[config.mk]
export PLATFORM = sky130hd
export DESIGN_NAME = cdr_loop_filter_flat
export DESIGN_NICKNAME = d
export VERILOG_FILES = /design/src/rtl/cdr_lf_if.sv /design/src/rtl/cdr_loop_filter.sv /design/src/flat_wrapper.sv
export SDC_FILE = /design/constraint.sdc
export NUM_CORES = 1
export LEC_CHECK = 0
export CAP_MARGIN = 10
export CORE_MARGIN = 2
export CORE_UTILIZATION = 66
export CTS_CLUSTER_SIZE = 14
export DETAILED_ROUTE_END_ITERATION = 8
export PLACE_DENSITY = 0.94
export SLEW_MARGIN = 20
export SYNTH_ARGS = -nofsm -noshare
export SYNTH_HDL_FRONTEND = slang
export SYNTH_SLANG_ARGS = --single-unit
[constraint.sdc]
create_clock -name clk -period 17.7 [get_ports clk]
set_input_delay 2.655 -clock clk [delete_from_list [all_inputs] [get_ports clk]]
set_output_delay 2.655 -clock clk [all_outputs]
set_load 0.01 [all_outputs]
[src/rtl/cdr_lf_if.sv]
// Bundle between the bang-bang phase detector and the CDR loop filter.
// pd_valid has no ready: the filter consumes a sample in every cycle where pd_valid is high and freeze is low.
interface cdr_lf_if;
  logic               pd_valid;
  logic               pd_up;
  logic               pd_dn;
  logic               freeze;
  logic signed [31:0] v_ctrl;
  logic               win_done;
  logic               locked;
  logic               sat;
  logic               lock_state;  // debug view of the ACQ(0)/LOCKED(1) state register

  modport master (
    output pd_valid, pd_up, pd_dn, freeze,
    input  v_ctrl, win_done, locked, sat, lock_state
  );

  modport slave (
    input  pd_valid, pd_up, pd_dn, freeze,
    output v_ctrl, win_done, locked, sat, lock_state
  );
endinterface

[src/rtl/cdr_loop_filter.sv]
// Decimating PI loop filter for the CDR with a saturating integrator and lock detection.
// Optional macro CDR_LF_GEAR_SHIFT_EN raises both gains by GEAR while acquiring.
module cdr_loop_filter #(
  parameter int DECIM      = 16,
  parameter int KP_SHIFT   = 16,
  parameter int KI_SHIFT   = 8,
  parameter int V_MAX      = 2**30-1,
  parameter int LOCK_THR   = 2,
  parameter int UNLOCK_THR = 8,
  parameter int LOCK_CNT   = 4,
  parameter int GEAR       = 4
) (
  input logic     clk,
  input logic     rst,
  cdr_lf_if.slave lf
);
  localparam int CW = $clog2(DECIM);
  localparam int SW = CW + 2;
  localparam int AW = 40;
  localparam int QW = $clog2(LOCK_CNT + 1);
  localparam logic signed [AW-1:0] VMAX = AW'(V_MAX);
`ifdef CDR_LF_GEAR_SHIFT_EN
  localparam int GEAR_EFF = GEAR;
`else
  localparam int GEAR_EFF = 0 * GEAR;
`endif

  typedef enum logic {ACQ = 1'b0, LOCKED = 1'b1} state_t;

  state_t                 state_q, state_n;
  logic [QW-1:0]          quiet_q, quiet_n;
  logic [CW-1:0]          cnt_q;
  logic signed [SW-1:0]   sum_q, vote, sum_fin;
  logic [SW-1:0]          s_abs;
  int                     s_mag;
  logic signed [31:0]     integ_q, v_ctrl_q;
  logic                   win_done_q, sat_q;
  logic                   accept, close;
  int                     ki, kp;
  logic signed [AW-1:0]   s_ext, integ_ext, integ_n, v_n;

  function automatic logic signed [AW-1:0] clamp(input logic signed [AW-1:0] x);
    if (x > VMAX)       return VMAX;
    else if (x < -VMAX) return -VMAX;
    else                return x;
  endfunction

  always_comb begin
    vote = '0;
    if (lf.pd_up && !lf.pd_dn)      vote = SW'(1);
    else if (lf.pd_dn && !lf.pd_up) vote = {SW{1'b1}};
  end

  assign accept  = lf.pd_valid && !lf.freeze;
  assign close   = accept && (cnt_q == CW'(DECIM - 1));
  assign sum_fin = sum_q + vote;
  assign s_abs   = sum_fin[SW-1] ? SW'(-sum_fin) : SW'(sum_fin);
  assign s_mag   = int'(s_abs);

  // Gain follows the state held before this update.
  always_comb begin
    ki = KI_SHIFT;
    kp = KP_SHIFT;
    if (state_q == ACQ) begin
      ki = KI_SHIFT + GEAR_EFF;
      kp = KP_SHIFT + GEAR_EFF;
    end
  end

  // Wide arithmetic so neither the integrator nor the P term can wrap before clamping.
  always_comb begin
    s_ext     = {{(AW-SW){sum_fin[SW-1]}}, sum_fin};
    integ_ext = {{(AW-32){integ_q[31]}}, integ_q};
    integ_n   = clamp(integ_ext + (s_ext <<< ki));
    v_n       = clamp(integ_n + (s_ext <<< kp));
  end

  always_comb begin
    state_n = state_q;
    quiet_n = quiet_q;
    if (close) begin
      case (state_q)
        ACQ: begin
          if (s_mag <= LOCK_THR) begin
            if (quiet_q + QW'(1) == QW'(LOCK_CNT)) begin
              state_n = LOCKED;
              quiet_n = '0;
            end else begin
              quiet_n = quiet_q + QW'(1);
            end
          end else begin
            quiet_n = '0;
          end
        end
        LOCKED: begin
          if (s_mag > UNLOCK_THR) begin
            state_n = ACQ;
            quiet_n = '0;
          end
        end
        default: begin
          state_n = ACQ;
          quiet_n = '0;
        end
      endcase
    end
  end

  always_ff @(posedge clk or posedge rst) begin
    if (rst) begin
      state_q <= ACQ;
      quiet_q <= '0;
    end else begin
      state_q <= state_n;
      quiet_q <= quiet_n;
    end
  end

  always_ff @(posedge clk or posedge rst) begin
    if (rst) begin
      cnt_q      <= '0;
      sum_q      <= '0;
      integ_q    <= '0;
      v_ctrl_q   <= '0;
      win_done_q <= 1'b0;
      sat_q      <= 1'b0;
    end else begin
      win_done_q <= close;
      if (close) begin
        cnt_q    <= '0;
        sum_q    <= '0;
        integ_q  <= integ_n[31:0];
        v_ctrl_q <= v_n[31:0];
        sat_q    <= (integ_n == VMAX) || (integ_n == -VMAX);
      end else if (accept) begin
        cnt_q <= cnt_q + CW'(1);
        sum_q <= sum_fin;
      end
    end
  end

  assign lf.v_ctrl     = v_ctrl_q;
  assign lf.win_done   = win_done_q;
  assign lf.sat        = sat_q;
  assign lf.locked     = (state_q == LOCKED);
  assign lf.lock_state = state_q;
endmodule

[src/flat_wrapper.sv]
// flat-port wrapper written by rule: the top's interface ports become plain ports
module cdr_loop_filter_flat 
#(
  parameter int DECIM      = 16,
  parameter int KP_SHIFT   = 16,
  parameter int KI_SHIFT   = 8,
  parameter int V_MAX      = 2**30-1,
  parameter int LOCK_THR   = 2,
  parameter int UNLOCK_THR = 8,
  parameter int LOCK_CNT   = 4,
  parameter int GEAR       = 4
)
  (clk, rst, lf_pd_valid, lf_pd_up, lf_pd_dn, lf_freeze, lf_v_ctrl, lf_win_done, lf_locked, lf_sat, lf_lock_state);
  cdr_lf_if lf_i ();
  input logic clk;
  input logic rst;
  input wire logic [$bits(lf_i.pd_valid)-1:0] lf_pd_valid;
  input wire logic [$bits(lf_i.pd_up)-1:0] lf_pd_up;
  input wire logic [$bits(lf_i.pd_dn)-1:0] lf_pd_dn;
  input wire logic [$bits(lf_i.freeze)-1:0] lf_freeze;
  output wire logic [$bits(lf_i.v_ctrl)-1:0] lf_v_ctrl;
  output wire logic [$bits(lf_i.win_done)-1:0] lf_win_done;
  output wire logic [$bits(lf_i.locked)-1:0] lf_locked;
  output wire logic [$bits(lf_i.sat)-1:0] lf_sat;
  output wire logic [$bits(lf_i.lock_state)-1:0] lf_lock_state;
  assign lf_i.pd_valid = lf_pd_valid;
  assign lf_i.pd_up = lf_pd_up;
  assign lf_i.pd_dn = lf_pd_dn;
  assign lf_i.freeze = lf_freeze;
  assign lf_v_ctrl = lf_i.v_ctrl;
  assign lf_win_done = lf_i.win_done;
  assign lf_locked = lf_i.locked;
  assign lf_sat = lf_i.sat;
  assign lf_lock_state = lf_i.lock_state;
  cdr_loop_filter #(.DECIM(DECIM), .KP_SHIFT(KP_SHIFT), .KI_SHIFT(KI_SHIFT), .V_MAX(V_MAX), .LOCK_THR(LOCK_THR), .UNLOCK_THR(UNLOCK_THR), .LOCK_CNT(LOCK_CNT), .GEAR(GEAR)) u_core (.clk(clk), .rst(rst), .lf(lf_i));
endmodule
After elaboration in Yosys (flattened, before gate mapping)
Index checks and enable logic that the tools add are counted.

Register bits after elaboration: 80. Word-level logic and storage cells: 55. Output and inout port bits: 36.

$add $sub $neg: 6. Muxes and demuxes: 19. $lt $le $gt $ge: 6. Reduce and logical (&&, ||, !) cells: 10. Bitwise gates (word level): 1. Eq/ne operators: 5.

Operators with widths (count): 40-bit by 31-bit == test with 1-bit output (second input constant) (2); 40-bit by 31-bit > comparator with 1-bit output (second input constant) (2); 40-bit by 31-bit less-than comparator with 1-bit output (second input constant) (2); 40-bit 2-to-1 mux (2); 32-bit 2-to-1 mux (2); 40-bit by 22-bit adder with 40-bit output (1); 32-bit by 14-bit adder with 33-bit output (1); 6-bit 2-to-1 mux (5); 3-bit 2-to-1 mux (3); 4-bit 2-to-1 mux (2); 6-bit adder (1); 6-bit by 4-bit > comparator with 1-bit output (second input constant) (1); 6-bit by 2-bit <= comparator with 1-bit output (second input constant) (1); 6-bit negator (1); 3-bit one-hot mux with 2 select lines (1); 4-bit by 1-bit adder with 4-bit output (second input constant) (1); 4-bit == test (second input constant) (1); 1-bit logical AND (4); 3-bit by 1-bit adder with 3-bit output (second input constant) (1); 3-bit == test (second input constant) (1); 1-bit logical NOT (3); 1-bit 2-to-1 mux (3); 2-bit != test (second input constant) (1); 1-bit one-hot mux with 2 select lines (1); other kinds (4) (4).

Depth between registers and ports, before layout
Gate-level depths: netlist of run 1.

Depth in word-level cells: 13. Gate-level depth with buffers: 35. Gate-level depth less buffers: 33.

Worst setup path before layout of run 1
No wires, ideal clock.

Path type: in2reg. From: in lf_pd_up. To: reg u_core.v_ctrl_q[16] (netlist: u_core.lf.v_ctrl[16]). Library setup time: 0.142 ns. Path slack: 7.133 ns. Stages on the path: 34. Data arrival time: 10.425 ns. Cells stage by stage: inv_1 ha_1 clkbuf_1 inv_1 o32ai_1 a32oi_1 xor2_1 inv_1 ha_1 clkbuf_1 a21oi_1 o21bai_1 a211o_1 a221oi_1 xnor2_1 nand3_1 nor4_1 and3_1 or3_1 ha_1 clkinv_1 a21o_1 ha_1 fa_1 a211oi_1 o21a_1 or4_4 nand3b_1 xor2_1 or4_1 or4_4 o21ai_4 buf_6 a21oi_2.

Cells in the longest elaborated chain, start to end: 13.

Ends and longest elaborated chain: start: declaration (RTL line flat_wrapper.sv:18) `input wire logic [$bits(lf_i.pd_up)-1:0] lf_pd_up;`; 1-bit logical NOT (RTL line cdr_loop_filter.sv:51) `else if (lf.pd_dn && !lf.pd_up) vote = {SW{1'b1}};`; 1-bit logical AND (RTL line cdr_loop_filter.sv:51); 6-bit 2-to-1 mux (RTL line cdr_loop_filter.sv:51); 6-bit 2-to-1 mux (*) (RTL line cdr_loop_filter.sv:50) `if (lf.pd_up && !lf.pd_dn) vote = SW'(1);`; 6-bit adder (*) (RTL line cdr_loop_filter.sv:56) `assign sum_fin = sum_q + vote;`; 32-bit by 14-bit adder with 33-bit output (*) (RTL line cdr_loop_filter.sv:74) `integ_n = clamp(integ_ext + (s_ext <<< ki));`; 40-bit by 31-bit less-than comparator with 1-bit output (RTL line cdr_loop_filter.sv:44) `else if (x < -VMAX) return -VMAX;`; 40-bit 2-to-1 mux (RTL line cdr_loop_filter.sv:44); 40-bit 2-to-1 mux (*) (RTL line cdr_loop_filter.sv:43) `if (x > VMAX) return VMAX;`; named net u_core.integ_n[16] (RTL line cdr_loop_filter.sv:40) `logic signed [AW-1:0] s_ext, integ_ext, integ_n, v_n;`; 40-bit by 22-bit adder with 40-bit output (*) (RTL line cdr_loop_filter.sv:75) `v_n = clamp(integ_n + (s_ext <<< kp));`; 40-bit by 31-bit less-than comparator with 1-bit output (RTL line cdr_loop_filter.sv:44); 32-bit 2-to-1 mux (RTL line cdr_loop_filter.sv:44); 32-bit 2-to-1 mux (*) (RTL line cdr_loop_filter.sv:43); end signal: assignment (RTL line cdr_loop_filter.sv:133) `v_ctrl_q <= v_n[31:0];`; end: declaration (RTL line cdr_loop_filter.sv:36) `logic signed [31:0] integ_q, v_ctrl_q;`.

The timed path passes the listed nets; every way through them passes the cells marked *. A chain may end at the register's enable or synchronous reset.

Worst setup path after layout of run 1
From: in lf_pd_up. To: reg u_core.v_ctrl_q[1] (netlist: u_core.lf.v_ctrl[1]).

The elaborated chain is that of the path after synthesis.

==> results of run 1 <==
## routing by layer
| layer | wire length [um] | part of all wire [%] | up-vias | global-route usage (%) |
|---|---|---|---|---|
| met5 | 0 | 0 | - | 0 |
| met4 | 636 | 3.3 | 0 | 13.8 |
| met3 | 1690 | 8.7 | 66 | 5.69 |
| met2 | 9070 | 47 | 399 | 56.4 |
| met1 | 7960 | 41 | 3312 | 45.7 |
| li1 | - | - | 3146 | - |
## worst max-delay path: cells and delay by family
family	cells	cell delay, ns
simple gates	4	0.69
compound gates	15	5.02
xor+xnor	2	0.61
fa+ha+maj	5	1.77
buf+inv	6	1.31
## logic make-up after synthesis
| kind of cell | after synthesis | share of synthesized area [%] |
|---|---|---|
| simple gates | 294 | 21.6 |
| compound gates | 283 | 28.6 |
| flops | 80 | 29.3 |
| buf+inv | 69 | 4.04 |
| fa+ha+maj | 55 | 10.3 |
| xor+xnor | 27 | 3.46 |
| mux | 17 | 2.75 |
## registers in the layout, indices dropped and copies added, names as in the netlist
register / cells
u_core.integ_q: 32
u_core.lf.v_ctrl: 32
u_core.sum_q: 6
u_core.cnt_q: 4
u_core.quiet_q: 3
u_core.lf.lock_state: 1
u_core.lf.sat: 1
u_core.lf.win_done: 1
## cells in the final DEF, fill, tap and decap left out, types with 12 or more instances in the layout
cell                              synthesis  layout
sky130_fd_sc_hd__nor2b_1                 13      13
sky130_fd_sc_hd__o21ai_0                 66      66
sky130_fd_sc_hd__nand4_1                 14      14
sky130_fd_sc_hd__mux2_2                  14      14
sky130_fd_sc_hd__nand2_1                 65      65
sky130_fd_sc_hd__a21oi_1                 52      52
sky130_fd_sc_hd__or3_1                   13      13
sky130_fd_sc_hd__nand2b_1                12      12
sky130_fd_sc_hd__a21o_1                  19      19
sky130_fd_sc_hd__xnor2_1                 18      18
sky130_fd_sc_hd__nor2_1                  82      82
sky130_fd_sc_hd__nand3_1                 24      24
sky130_fd_sc_hd__clkdlybuf4s50_1          0      41
sky130_fd_sc_hd__nor3_1                  13      13
sky130_fd_sc_hd__inv_1                   29      28
sky130_fd_sc_hd__nor4_1                  14      14
sky130_fd_sc_hd__dfrtp_1                 80      80
sky130_fd_sc_hd__ha_1                    53      53
## cell type report
type,instances,area (um2),area share [%]
clock buffers,10,138,1.84
clock inverters,6,50.0,0.667
inverters,31,118,1.57
multi-input cells,676,4560,60.8
flip-flops and latches,80,2000,26.7
well taps,136,170,2.27
repair buffers,48,464,6.19
## per-stage QoR
step | area (um2) | std cells | hold WS, ns | utilization, % | setup slack [ns]
4_1_cts | 7500 | 987 | 0.500 | 73.6 | 6.12
6_report | 7500 | 987 | 0.495 | 73.6 | 5.88
3_5_place_dp | 7310 | 971 | 0.478 | 71.8 | 5.81
2_1_floorplan | 6840 | 825 | 0.450 | - | 7.13
3_3_place_gp | 7300 | 970 | 0.469 | 71.7 | 6.17
5_1_grt | 7500 | 987 | 0.540 | 73.6 | 5.13
## path summary, 6_finish.rpt
path	slack (ns)	cells after the start	end
setup / recovery	5.88	32	u_core.lf.v_ctrl[1]
hold reg to reg	0.49	2	u_core.sum_q[0]
max in group asynchronous	14.40	3	u_core.integ_q[24]
min in group asynchronous	2.82	3	u_core.lf.v_ctrl[12]
hold / removal	0.49	2	u_core.sum_q[0]
setup reg to reg	8.35	28	u_core.lf.v_ctrl[1]
==> reports/metrics.cfg, run 1 <==
[worst_hold_path]
hold_path_class = flop to flop
hold_path.startpoint = u_core.sum_q[0]

[drt]
drtIter0Drc = 830
drt_pre_antenna_iters = 6
drt.antenna.violating_nets = 0
vias = 6923
detail_route.drc_violations = 0
avgViaCountPerCell = 7.01
routed_wire_length_per_instance_um = 19.6
detail_route.wirelength_um = 19400

[setup_path]
critical_path.endpoint_type = flop
crit_arrival_ns = 12.07
worstSetupStartpoint = lf_pd_up
worstPathMaxFanout = 38
worst_setup_path_start_kind = input pin
critical-path-slowest-cell = sky130_fd_sc_hd__o31ai_2
launch_instance_of_the_worst_register_to_register_path = u_core.sum_q[2]
worst_path_max_stage_delay_ns = 0.88
timing_worst_setup_path_type = input pin to flop
crit_path_frequent_cell = sky130_fd_sc_hd__ha_1
required_time_worst_endpoint_ns = 17.95

[final_layout]
number_of_antenna_repair_diodes = 0
syn_to_layout_area_delta_pct = 9.70
fraction_of_final_layout_cells_sized_beyond_drive_strength_1_pct = 8.46
design.final.nets = 907
layout_filler_cell_count = 728

[cts]
cts_resized = 0
clock_latency_ns = 0.37
clk_pin_slew_worst_paths_ns = 0.09
cts.htree.levels = 3
clock_buffer_count_from_cts = 9
tritoncts = built
cts-root-to-sink-buffers = 2
ctsHoldBuffers = 0
clock_sinks = 80
clock_tree.root_cell = sky130_fd_sc_hd__clkbuf_8
cts_setup_buffers = 0

[sta]
setup_violations = 0
finalSetupTns_ns = 0
maxSlewHeadroom_pct = 28.0
fmax_mhz = 84.6
finalHoldViolations = 0
tightest_slew_ns = 1.08
timing_max_transition_violations_final = 0
post-route-period-util_pct = 66.8
fin_skew_ns = 0.0150
rsz0062_at_grt = no
period_needed_ns = 11.82

[logic_synthesis]
synth_enable_flop_cells = 0
syn_nets = 886
netlist_top_cells_area = sky130_fd_sc_hd__dfrtp_1 (29%), sky130_fd_sc_hd__ha_1 (9.7%), sky130_fd_sc_hd__o21ai_0 (4.8%), sky130_fd_sc_hd__nor2_1 (4.5%), sky130_fd_sc_hd__a21oi_1 (3.8%)
post-synth-top-area-fraction_pct = 29.3
synth_sequential_area_ratio_pct = 29.3
synth-seq-cells = 80
netlist_area_mm2 = 0.00684
synth_commonest_cells = sky130_fd_sc_hd__nor2_1 (82), sky130_fd_sc_hd__dfrtp_1 (80), sky130_fd_sc_hd__o21ai_0 (66)
yosys.cell_count.top_type = sky130_fd_sc_hd__nor2_1
post_synth_inst_count = 825
synth_top_area_cell = sky130_fd_sc_hd__dfrtp_1
ys.flop_type = sky130_fd_sc_hd__dfrtp_1
yosysUniqueCellTypes = 82
ys.warnings.count = 0
synth.avg_cell_area_um2 = 8.29
synthArstFlopShare_pct = 100

[global_route]
antenna_found_initial = 0
wire_length_of_the_first_global_routing_pass_um = 31300
gr-total-overflow = 0
grt_resource_usage_total_pct = 34.5
largest_net_degree_at_the_start_of_global_routing = 90
grt_pass1_vias = 6462

[floorplan]
die-area_mm2 = 0.0112
fp.dieW_um = 106
floorplan_core_area_mm2 = 0.0102
ioPinCount = 42
vertical_die_dimension_um = 106
core.rowCount = 37
start_util_pct = 67.1

[placed_design]
numPortBuffers = 41
gp_congestion = 1.03
dp_hpwl_um = 14200

[status]
status = finished clean

[job]
max-cap-violations = 0

Power of run 1 is left out: the tool's default activity adds up to more than one toggle a clock period on the data nets, which glitch-free logic cannot reach.
==> run 2: changes to the inputs <==
--- a/config.mk
+++ b/config.mk
@@ -7,10 +7,10 @@
 export LEC_CHECK = 0
 export CAP_MARGIN = 10
 export CORE_MARGIN = 2
-export CORE_UTILIZATION = 66
+export CORE_UTILIZATION = 55
 export CTS_CLUSTER_SIZE = 14
 export DETAILED_ROUTE_END_ITERATION = 8
-export PLACE_DENSITY = 0.94
+export PLACE_DENSITY = 0.85
 export SLEW_MARGIN = 20
 export SYNTH_ARGS = -nofsm -noshare
 export SYNTH_HDL_FRONTEND = slang
==> constraint.sdc (replaced) <==
create_clock -name clk -period 9.6 [get_ports clk]
set_input_delay 1.44 -clock clk [delete_from_list [all_inputs] [get_ports clk]]
set_output_delay 1.44 -clock clk [all_outputs]
set_load 0.01 [all_outputs]
==> reports/metrics.cfg, run 2 (synthesis gave the netlist of run 1 again) <==
[setup_path]
worst_path_max_stage_delay_ns = 0.57  ; -0.31 ns
worst_setup_path_start_kind = input pin
worstPathMaxFanout = 9  ; -76%
critical_path.endpoint_type = flop
crit_path_frequent_cell = sky130_fd_sc_hd__ha_1
timing_worst_setup_path_type = input pin to flop
crit_arrival_ns = 9.53  ; -2.54 ns
cell_depth_of_the_worst_flop_to_flop_path = 33  ; +18%
critical-path-slowest-cell = sky130_fd_sc_hd__or4_4
required_time_worst_endpoint_ns = 9.77  ; -8.18 ns

[final_layout]
mostFrequentLayoutCell = sky130_fd_sc_hd__nor2_1
mostFrequentLayoutCells = sky130_fd_sc_hd__nor2_1 (81), sky130_fd_sc_hd__dfrtp_1 (80), sky130_fd_sc_hd__nand2_1 (65)
layout_filler_cell_count = 885  ; +22%
fraction_of_final_layout_cells_sized_beyond_drive_strength_1_pct = 15.8  ; +7.4 points
syn_to_layout_area_delta_pct = 19.3
design.final.nets = 959  ; +5.7%
multiInputGateArea_mm2 = 0.00466  ; +2.3%
number_of_antenna_repair_diodes = 0  ; unchanged
final-seq-area_mm2 = 0.00200  ; unchanged
final_cell_count_no_fill = 1071  ; +8.5%

[sta]
maxSlewHeadroom_pct = 35.0  ; +7.0 points
fmax_mhz = 107
setup_violations = 0  ; unchanged
finalHoldViolations = 0  ; unchanged
post-route-period-util_pct = 97.5
fin_skew_ns = 0.00524  ; -0.00976 ns
tightest_slew_ns = 0.973  ; -0.106 ns
timing_max_transition_violations_final = 0  ; unchanged
period_needed_ns = 9.36

[global_route]
gr-total-overflow = 0  ; unchanged
use_met2_pct = 45.5  ; -11 points
grt_resource_usage_total_pct = 28.9  ; -5.6 points
antenna_found_initial = 0  ; unchanged
wire_length_of_the_first_global_routing_pass_um = 30900  ; -1.2%
grt_pass1_vias = 6341  ; -1.9%
largest_net_degree_at_the_start_of_global_routing = 81  ; -10%
global_route.peak_usage_layer = met2
groute.layer.met1.usage_pct = 40.2  ; -5.6 points
grt_use_met3_pct = 5.13  ; -0.56 points

[cts]
cts.htree.levels = 3  ; unchanged
clock_sinks = 80  ; unchanged
clock_tree.root_cell = sky130_fd_sc_hd__clkbuf_16
tritoncts = built
cts-root-to-sink-buffers = 2  ; unchanged
clock_buffer_count_from_cts = 9  ; unchanged
clock_latency_ns = 0.34  ; -0.03 ns
clk_pin_slew_worst_paths_ns = 0.06  ; -0.03 ns

[placed_design]
gp_congestion = 0.963  ; -6.4%
dp_hpwl_um = 14100  ; -0.83%
numPortBuffers = 41  ; unchanged
dp_cells = 1054  ; +8.5%

[floorplan]
fp.dieW_um = 115  ; +9.2%
ioPinCount = 42  ; unchanged
floorplan_core_area_mm2 = 0.0121  ; +18%
core.rowCount = 40  ; +8.1%
vertical_die_dimension_um = 115  ; +9.2%
start_util_pct = 56.7  ; -10 points
die-area_mm2 = 0.0133  ; +19%

[drt]
routed_wire_length_per_instance_um = 18.1  ; -7.9%
detail_route.drc_violations = 0  ; unchanged
avgViaCountPerCell = 6.49  ; -7.4%
detail_route.wirelength_um = 19400  ; about the same
vias = 6954  ; +0.45%
drtIter0Drc = 601  ; -28%
drt_pre_antenna_iters = 5  ; -1
drt.antenna.violating_nets = 0  ; unchanged

[worst_hold_path]
whs_path_depth = 2  ; unchanged
hold_path_class = flop to flop

[status]
status = finished clean

[job]
max-cap-violations = 0  ; unchanged

run 2: changes by cell type in the layout (fill, tap and decap cells not counted), sizes merged:
cell | previous run | this run
inv | 33 | 31
clkinv | 3 | 2
clkbuf | 10 | 11
clkinvlp | 1 | 3
buf | 7 | 59
run 2: critical path, delay by kind of cell:
| kind | cells | cell delay (ns) |
|---|---|---|
| xor gates and xnor gates | 2 | 0.25 |
| adders and majority gates | 6 | 1.56 |
| buffers and inverters | 7 | 1.01 |
| and+or+nand+nor | 10 | 2.87 |
| AOI/OAI and AO/OA | 11 | 2.41 |
run 2: per-layer routing:
layer  share of wire (%)  vias to the layer above
met2                  47                      334
met1                  43                     3317
met3                 8.3                       44
li1                    -                     3259
met4                 2.1                        0
met5                   0                        -
run 2: path summary, 6_finish.rpt:
path                                              to            start  slack [ns]
worst max-delay path            u_core.lf.v_ctrl[23]         lf_pd_up        0.24
worst min-delay path                 u_core.sum_q[0]  u_core.sum_q[0]        0.49
worst max register to register  u_core.lf.v_ctrl[23]  u_core.sum_q[2]        1.45
worst min register to register       u_core.sum_q[0]  u_core.sum_q[0]        0.49
max in group asynchronous         u_core.integ_q[21]              rst        7.49
min in group asynchronous        u_core.lf.v_ctrl[8]              rst        1.61
run 2: final cells by class:
| type | count | area share [%] |
|---|---|---|
| tap | 168 | 2.58 |
| multi-input combinational | 676 | 57.2 |
| clock inverter | 5 | 0.491 |
| inverter | 31 | 1.44 |
| sequential | 80 | 24.5 |
| timing repair buffer | 100 | 10.8 |
| clock buffer | 11 | 2.98 |
run 2: per-stage QoR:
| stage | hold slack [ns] | instance area (um2) | setup TNS [ns] | utilization, % | setup WS (ns) |
|---|---|---|---|---|---|
| after floorplan | 0.450 | 6840 | 0 | - | 0.248 |
| after global placement | 0.468 | 7760 | -0.0214 | 64.3 | -0.0159 |
| after detailed placement | 0.479 | 7760 | -2.30 | 64.3 | -0.183 |
| after CTS | 0.493 | 8040 | 0 | 66.7 | 0.103 |
| after global routing | 0.527 | 8160 | -0.721 | 67.6 | -0.0768 |
| final | 0.494 | 8160 | 0 | 67.6 | 0.244 |
run 2: timing repair:
action                                  CTS  global route
endpoints found under the setup margin    0            29
setup buffers                             0             1
hold buffers                              0             0
gates resized for setup                   0            29
Power of run 2 is left out for the same reason.
